File: src/rtl/dcache_mem_ctrl.sv
// Memory-side responder for the data cache block-miss interface: services one
// 16-byte refill or writeback at a time as a byte-serial sequence on an 8-bit RAM bus.
module dcache_mem_ctrl #(
  parameter int BLOCK_WIDTH = 4,
  parameter int BLOCK_SIZE  = 2**BLOCK_WIDTH
) (
  input  logic                    clkIn,
  input  logic                    resetIn,
  input  logic                    readyIn,
  input  logic                    missIn,
  input  logic [31:BLOCK_WIDTH]   missAddrIn,
  input  logic                    readWriteIn,
  input  logic [BLOCK_SIZE*8-1:0] writeBackIn,
  input  logic [7:0]              ramDataIn,
  output logic [31:0]             ramAddrOut,
  output logic [7:0]              ramDataOut,
  output logic                    ramWriteOut,
  output logic                    memDataValid,
  output logic [31:BLOCK_WIDTH]   memAddr,
  output logic [BLOCK_SIZE*8-1:0] memDataOut,
  output logic                    acceptWrite,
  output logic                    busy
);

  localparam logic [1:0] IDLE  = 2'd0;
  localparam logic [1:0] READ  = 2'd1;
  localparam logic [1:0] WRITE = 2'd2;
  localparam logic [1:0] DONE  = 2'd3;

  logic [1:0]                state;
  logic [31:BLOCK_WIDTH]     addr_q;
  logic                      rw_q;
  logic [BLOCK_SIZE*8-1:0]   wb_q;
  logic [BLOCK_WIDTH-1:0]    cnt;
  logic [BLOCK_WIDTH-1:0]    cap_idx;
  logic                      cap_valid;
  logic                      drain;

  assign ramAddrOut   = {addr_q, cnt};
  assign ramDataOut   = wb_q[{cnt, 3'b000} +: 8];
  assign ramWriteOut  = (state == WRITE) && readyIn;
  assign memDataValid = (state == DONE) && rw_q;
  assign acceptWrite  = (state == DONE) && !rw_q;
  assign busy         = (state == READ) || (state == WRITE);

  always_ff @(posedge clkIn or negedge resetIn) begin
    if (!resetIn) begin
      state      <= IDLE;
      addr_q     <= '0;
      rw_q       <= 1'b0;
      wb_q       <= '0;
      cnt        <= '0;
      cap_idx    <= '0;
      cap_valid  <= 1'b0;
      drain      <= 1'b0;
      memAddr    <= '0;
      memDataOut <= '0;
    end else begin
      // RAM data is only valid for the one cycle after issue, so capture ignores readyIn
      if (cap_valid)
        memDataOut[{cap_idx, 3'b000} +: 8] <= ramDataIn;
      cap_valid <= 1'b0;
      if (readyIn) begin
        case (state)
          IDLE: begin
            if (missIn) begin
              addr_q <= missAddrIn;
              rw_q   <= readWriteIn;
              if (!readWriteIn)
                wb_q <= writeBackIn;
              cnt    <= '0;
              state  <= readWriteIn ? READ : WRITE;
            end
          end
          READ: begin
            // drain is the extra cycle in which the last issued byte is captured
            if (drain) begin
              drain   <= 1'b0;
              memAddr <= addr_q;
              state   <= DONE;
            end else begin
              cap_valid <= 1'b1;
              cap_idx   <= cnt;
              cnt       <= cnt + 1'b1;
              if (cnt == '1)
                drain <= 1'b1;
            end
          end
          WRITE: begin
            cnt <= cnt + 1'b1;
            if (cnt == '1) begin
              memAddr <= addr_q;
              state   <= DONE;
            end
          end
          DONE: state <= IDLE;
          default: state <= IDLE;
        endcase
      end
    end
  end

endmodule

File: config.mk
export PLATFORM = sky130hd
export DESIGN_NAME = dcache_mem_ctrl
export DESIGN_NICKNAME = d
export VERILOG_FILES = /design/src/rtl/dcache_mem_ctrl.sv
export SDC_FILE = /design/constraint.sdc
export NUM_CORES = 1
export LEC_CHECK = 0
export CAP_MARGIN = 20
export CORE_ASPECT_RATIO = 0.9
export CORE_MARGIN = 1.5
export CORE_UTILIZATION = 35
export DETAILED_ROUTE_END_ITERATION = 6
export DONT_BUFFER_PORTS = 1
export PLACE_DENSITY = 0.56
export SLEW_MARGIN = 15
export SYNTH_ARGS = -nofsm -noshare
export SYNTH_HDL_FRONTEND = slang
export SYNTH_SLANG_ARGS = --single-unit
File: constraint.sdc
create_clock -name clkIn -period 4.7 [get_ports clkIn]
set_clock_uncertainty 0.1 [all_clocks]
set_input_delay 0.94 -clock clkIn [delete_from_list [all_inputs] [get_ports clkIn]]
set_output_delay 0.94 -clock clkIn [all_outputs]
set_load 0.005 [all_outputs]
; Word level (Yosys, flattened, before mapping)
; Index checks and enable logic that the tools add are counted.
[totals]
register_bits = 325
input_bits = 169
[classes]
addsub = 2
eq_ne = 8
shifts = 3
mux = 17
n_bitwise = 2
n_reduce_logical = 15
[ops]
columns = operator, n
row1 = $bwmux W128, 1
row2 = $shift A8 B9 Y128 const A, 1
row3 = $shiftx A128 B8 Y8, 1
row4 = $shiftx A8 B9 Y128, 1
row5 = $mux W28, 2
row6 = $pmux W28 S2, 1
row7 = $reduce_and A4 Y1, 4
row8 = $pmux W4 S3, 1
row9 = $neg A7 Y9, 1
row10 = $mux W2, 4
row11 = $mux W4, 2
row12 = $pmux W2 S4, 1
row13 = $ne A2 B2 Y1 const B, 3
row14 = $reduce_and A3 Y1, 2
row15 = $mux W1, 5
row16 = $add A4 B1 Y4 const B, 1
row17 = $eq A2 B2 Y1 const B, 2
row18 = $eq A4 B4 Y1 const B, 1
row19 = $logic_and A1 B1 Y1, 3
row20 = $reduce_bool A3 Y1, 1
row21 = $eq A2 B1 Y1 const B, 1
row22 = $logic_not A2 Y1, 1
row23 = $ne A2 B1 Y1 const B, 1
row24 = $not A1 Y1, 2
row25 = other kinds (4), 4

; Longest topological paths before layout
; Gate-level depths: netlist of the first run.
[depth]
depth_word = 3
ltp_mapped = 8

; Worst setup path after synthesis of the first run
; Ideal clock, no wire load.
[synth_timing]
path_type = register -> output
startpoint = reg cnt[0]
endpoint = out ramDataOut[6]
t_arrival_ns = 1.706
slack_ns = 1.954
stages_incl_launch_ff = 6
path_buffers = 2
cell_sequence = dfrtp_1 > buf_2 > buf_2 > mux4_2 > a22oi_1 > nand2_1
[synth_via]
elab_chain_len = 1
[synth_lines]
columns = item, line_no
row1 = from (decl), 34  ; logic [BLOCK_WIDTH-1:0] cnt;
row2 = from (signal assigned), 84  ; cnt <= cnt + 1'b1;
row3 = from (signal assigned), 90  ; cnt <= cnt + 1'b1;
row4 = $shiftx A128 B8 Y8, 40  ; assign ramDataOut = wb_q[{cnt, 3'b000} +: 8];
row5 = to (decl), 16  ; output logic [7:0] ramDataOut,
; Every way passes these cells.

; Worst setup path after layout of the first run
[layout_timing]
startpoint = reg cnt[0]
endpoint = out ramDataOut[4]
; The elaborated chain is that of the path after synthesis.

==> results_dict.tcl, run 1 <==
set metrics [dict create \
    status "complete, no violations" \
    start_util_pct 35.44 \
    clock_path_buffers 3 \
    worstSetupStartpointType "flop" \
    fp.dieH_um 189.6 \
    grt_usage_pct 16.76 \
    ys_types 38 \
    area_delta_synth_final_pct 12.40 \
    nets 1034 \
    io_pins 369 \
    grt_pass1_vias 7631 \
    ys_seq_elements 325 \
    clk_latency_ps 520 \
    synth_flop_cell "dfrtp_1" \
    ir_drop_mv 0.3633 \
    synthCells 859 \
    critPathArrivalTime_ps 2700 \
    postPlaceCellArea_um2 13980 \
    place_inst 1306 \
    worstPathRequired_ps 3660 \
    rows 68 \
    port_buffers 0 \
    yosys_warnings 0 \
    setup_viol 0 \
    maxSlewHeadroom_pct 28.60 \
    setup_tns_ps 0 \
    grt_overflow 0 \
    ys_seq_area_share_pct 60.07 \
    synth_edf_count 0 \
    cts_buffers 37 \
    place_hpwl_um 23000 \
    antenna_left 0 \
    antenna_found_initial 11 \
    period_share_pct 79.53 \
    wire_per_inst_um 24.34 \
    drive_above_1_share_pct 47.90 \
    clock_sinks 325 \
    routabilityCongestion 0.7218 \
    htree_levels 2 \
    syn_avg_cell_area_um2 15.76 \
    fin_crit_ps 3738 \
    final_common_cell "dfrtp_1" \
    utilization_pct 39.83 \
    fp.dieW_um 210.3 \
    via_per_inst 5.266 \
    crit_type "flop to output port" \
    drc 0 \
    syn_nets 1036 \
    drt-initial-drc-count 304 \
    drt-total-wl_um 33500 \
    grt_first_pass_wirelength_um 50420 \
    rsz0062_at_grt "false" \
    path_clk_slew_ps 60 \
    cap_violations 0 \
    cts_tree "built" \
    cts_root_buffer "clkbuf_16" \
    netlist_area_um2 13540 \
    end_kind "output port" \
    via_count 7246 \
    async_flop_share_pct 100.0 \
    cts_resized 0 \
    core_area_um2 38200 \
    stdcell_count 1376 \
    firstDrtPassIters 4 \
    p_leak_nw 6.749 \
    path_max_fanout 21 \
    final_area_um2 15220 \
    hp-class "input port to async pin" \
    p_per_area_nw_per_um2 675.6 \
    fmax_mhz 267.5 \
    layout_common_cells "dfrtp_1 (323), mux2_2 (317), clkbuf_16 (38), mux4_2 (32), nand2_1 (18)" \
    total_power_w 0.01028 \
    tightest_slew_ps 1071 \
    die_area_um2 39870 \
    grt_max_degree 253 \
    final_max_slew_viol_count 0 \
    finalHoldViolCount 0 \
]
-- flip-flops by register name (all words and copies together), names as in the netlist --
register,cells
memDataOut,128
wb_q,128
addr_q,28
memAddr,28
cap_idx,4
cnt,4
state,2
cap_valid,1
drain,1
rw_q,1
-- synth_stat cells, types with 2 or more instances --
cell type	n	area [um^2]
mux2i_1	3	30.03
nor2_1	6	22.52
inv_1	7	26.28
o21ai_0	8	40.04
a22oi_1	16	120.1
a22o_1	2	17.52
and2_1	11	68.82
ha_1	8	100.1
clkbuf_1	14	52.55
nand2b_1	7	43.79
nand4_1	2	12.51
and3_1	9	56.30
nand3_1	8	40.04
mux4_2	32	720.7
buf_1	13	48.80
dfrtp_1	325	8133
buf_6	3	33.78
o21ai_2	2	17.52
nand2_1	18	67.56
nor3b_1	2	15.01
nor2b_1	4	25.02
mux2_2	317	3570
or2_2	4	25.02
xnor2_1	2	17.52
buf_2	18	90.09
nor2_2	6	37.54
-- per-stage QoR --
stage	hold WS, ps	setup slack [ps]
floorplan	373.9	1954
global placement	382.7	1445
detailed placement	387.4	1429
CTS	0.1559	852.6
global route	27.90	798.8
finish	80.04	962.1
-- layer usage --
metal / track usage (%) / vias to the layer above / part of all wire, % / wire [um]
met5: 0 / - / 0.33 / 110
met4: 5.230 / 16 / 2.4 / 800
met1: 20.95 / 3818 / 40 / 13420
met3: 6.520 / 65 / 8.9 / 2995
li1: - / 3109 / - / -
met2: 26.78 / 238 / 48 / 16170
-- critical path, cell delays in order (launching register included) --
cell	delay, ps
dfrtp_2	780
buf_4	400
mux4_2	570
a22oi_1	270
nand2_1	150
-- layout make-up --
type,count,area (um^2)
Multi-Input combinational cell,479,5156
Inverter,7,26.28
Antenna cell,3,7.507
Clock buffer,56,1069
Sequential cell,325,8135
Clock inverter,9,122.6
Tap cell,490,613.1
Fill cell,3531,22980
Timing Repair Buffer,7,87.58
-- final timing paths --
kind,slack (ps),from,cells past startpoint,to
setup / recovery,960,cnt[0],4,ramDataOut[4]
hold / removal,80,resetIn,0,memDataOut[110]
setup reg to reg,1660,state[0],7,wb_q[102]
hold reg to reg,400,wb_q[83],1,wb_q[83]
max in group asynchronous,3600,resetIn,0,memDataOut[97]
min in group clkIn,400,wb_q[83],1,wb_q[83]
-- timing repair --
| item | in CTS | in global routing |
|---|---|---|
| setup buffers | 0 | 0 |
| hold endpoints to repair | 73 | 0 |
| hold buffers | 2 | 0 |
-- power by group --
part	switching [W]	total [W]	internal, W
logic	0.00102	0.00256	0.00154
registers	0.00100	0.00491	0.00391
clock network	0.00113	0.00281	0.00169
-- cell families (layout without fill, tap and decap cells) --
| family | after synthesis | after routing | synth area share (%) |
|---|---|---|---|
| AO/OA/AOI/OAI | 34 | 34 | 1.867 |
| XOR/XNOR | 3 | 3 | 0.1941 |
| adder cells (fa/ha/maj) | 8 | 8 | 0.7394 |
| buffers and inverters | 55 | 79 | 1.858 |
| flip-flops | 325 | 325 | 60.07 |
| multiplexers | 352 | 352 | 31.91 |
| other | 0 | 3 | 0 |
| AND/OR/NAND/NOR | 82 | 82 | 3.355 |
Note: power is estimated with default switching activity, not from simulation.
==> run 2: changes to the inputs <==
==> constraint.sdc (replaced) <==
create_clock -name clkIn -period 3.74 [get_ports clkIn]
set_clock_uncertainty 0.1 [all_clocks]
set_input_delay 0.748 -clock clkIn [delete_from_list [all_inputs] [get_ports clkIn]]
set_output_delay 0.748 -clock clkIn [all_outputs]
set_load 0.005 [all_outputs]
==> run 2 against run 1 <==
  * The flow now finishes with violations (hold timing)
  * Highest routed layer unchanged
  * Power increased by 25%
  * First-iteration DRC count increased by 28%
  * Routed wire length increased by 1.1%
  * Largest power group unchanged
  * Register-to-register slack got worse by 670 ps
  * Clock power increased by 23%
  * Final area decreased by 0.21%
  * Clock-buffer cell count unchanged
  * Critical endpoint is now ramDataOut[5]
==> results_dict.tcl, run 2 (synthesized netlist as in run 1, its figures left out) <==
set metrics [dict create \
    routabilityCongestion 0.7579 \
    postPlaceCellArea_um2 14020 \
    wire_per_inst_um 24.64 \
    grt_first_pass_wirelength_um 50150 \
    grt_max_degree 326 \
    via_count 7359 \
    port_buffers 0 \
    clock_sinks 325 \
    drt-total-wl_um 33850 \
    r2r-start "cap_idx[1]" \
    final_common_cell "dfrtp_1" \
    fillCellCount 3520 \
    setup_viol 0 \
    ir_drop_mv 0.3995 \
    p_leak_nw 6.749 \
    drt-initial-drc-count 388 \
    fp.dieH_um 189.6 \
    path_max_fanout 23 \
    final_area_um2 15180 \
    worstSetupStartpointType "flop" \
    whs_ps -188.3 \
    io_pins 369 \
    place_hpwl_um 23520 \
    path_clk_slew_ps 60 \
    pre_cts_ws_ps 912.5 \
    violations "hold timing" \
    fmax_mhz 301.0 \
    hp-class "input port to async pin" \
    top_regs "memDataOut x128, wb_q x128" \
    layout_common_cells "dfrtp_1 (323), mux2_2 (317), clkbuf_16 (38), mux4_2 (32), nand2_1 (18)" \
    fin_crit_ps 3322 \
    setup_tns_ps 0 \
    rsz0062_at_grt "false" \
    area_delta_synth_final_pct 12.16 \
    clock_path_buffers 3 \
    worstPathRequired_ps 2890 \
    cts_buffers 37 \
    grt_usage_pct 16.74 \
    drc 0 \
    antenna_left 0 \
    antenna_found_initial 17 \
    reg2reg_slack_ps 990 \
    core_area_um2 38200 \
    crit_type "flop to output port" \
    tightest_slew_ps 836.4 \
    rows 68 \
    end_kind "output port" \
    firstDrtPassIters 4 \
    maxSlewHeadroom_pct 44.24 \
    nets 1036 \
    post_cts_buffers 0 \
    status "finished with violations" \
    p_per_area_nw_per_um2 846.6 \
    fp.dieW_um 210.3 \
    fin_ws_ps 418.2 \
    via_per_inst 5.356 \
    clk_latency_ps 540 \
    cts_root_buffer "clkbuf_16" \
    critPathArrivalTime_ps 2470 \
    cts_resized 0 \
    cts_tree "built" \
    grt_overflow 0 \
    finalHoldViolCount 325 \
    start_util_pct 35.44 \
    r2r_cells 5 \
    grt_pass1_vias 7655 \
    htree_levels 2 \
    drive_above_1_share_pct 48.24 \
    final_max_slew_viol_count 0 \
    cap_violations 0 \
    die_area_um2 39870 \
    r2r-end "memDataOut[5]" \
    period_share_pct 88.82 \
]
-- run 2: per-stage QoR --
step	utilization, %	instances	total power (W)	hold WS (ps)
detailed placement	36.71	1310	0.009497	359.3
global route	39.74	1373	0.01358	-226.7
CTS	39.73	1371	0.01303	-225.0
floorplan	-	859	0.008426	352.4
global placement	36.71	1310	0.009406	359.0
finish	39.75	1374	0.01286	-188.3
-- run 2: layout make-up --
cell class / count / area [um^2] / share of cell area [%]
clock inverters: 5 / 55.05 / 0.3626
inverters: 7 / 26.28 / 0.1730
clock buffers: 56 / 1099 / 7.235
diodes: 3 / 7.507 / 0.04944
multi-input cells: 479 / 5156 / 33.96
repair buffers: 9 / 92.59 / 0.6098
well taps: 490 / 613.1 / 4.038
flip-flops and latches: 325 / 8135 / 53.58
-- run 2: worst max-delay path by stage --
stage | startpoint | endpoint | slack [ps] | cells after the start
2_1_floorplan | cnt[0] | ramDataOut[6] | 1190 | 5
3_3_place_gp | cap_idx[1] | memDataOut[5] | 950 | 5
3_5_place_dp | cap_idx[1] | memDataOut[6] | 910 | 5
4_1_cts | cnt[0] | ramDataOut[5] | 340 | 4
5_1_grt | cnt[0] | ramDataOut[5] | 270 | 4
6_report | cnt[0] | ramDataOut[5] | 420 | 4
-- run 2: metal layers --
layer | global-route usage [%] | vias to the layer above | wire length (um)
met5 | 0 | - | 167
li1 | - | 3112 | -
met1 | 20.81 | 3884 | 13620
met3 | 6.949 | 79 | 3198
met4 | 5.340 | 26 | 889
met2 | 26.49 | 258 | 15980
-- run 2: where the power goes --
group / total (W) / internal, W / switching (W) / leakage (nW)
Sequential: 0.00615 / 0.00492 / 0.00123 / 4.06
Clock: 0.00345 / 0.00203 / 0.00142 / 0.566
Combinational: 0.00326 / 0.00194 / 0.00132 / 2.12
Total: 0.0129 / 0.00889 / 0.00397 / 6.75
-- run 2: critical path: stages (launching register included) --
cell and delay (ps):
dfrtp_2 720, buf_12 280, mux4_2 520, a22oi_1 250, nand2_1 140
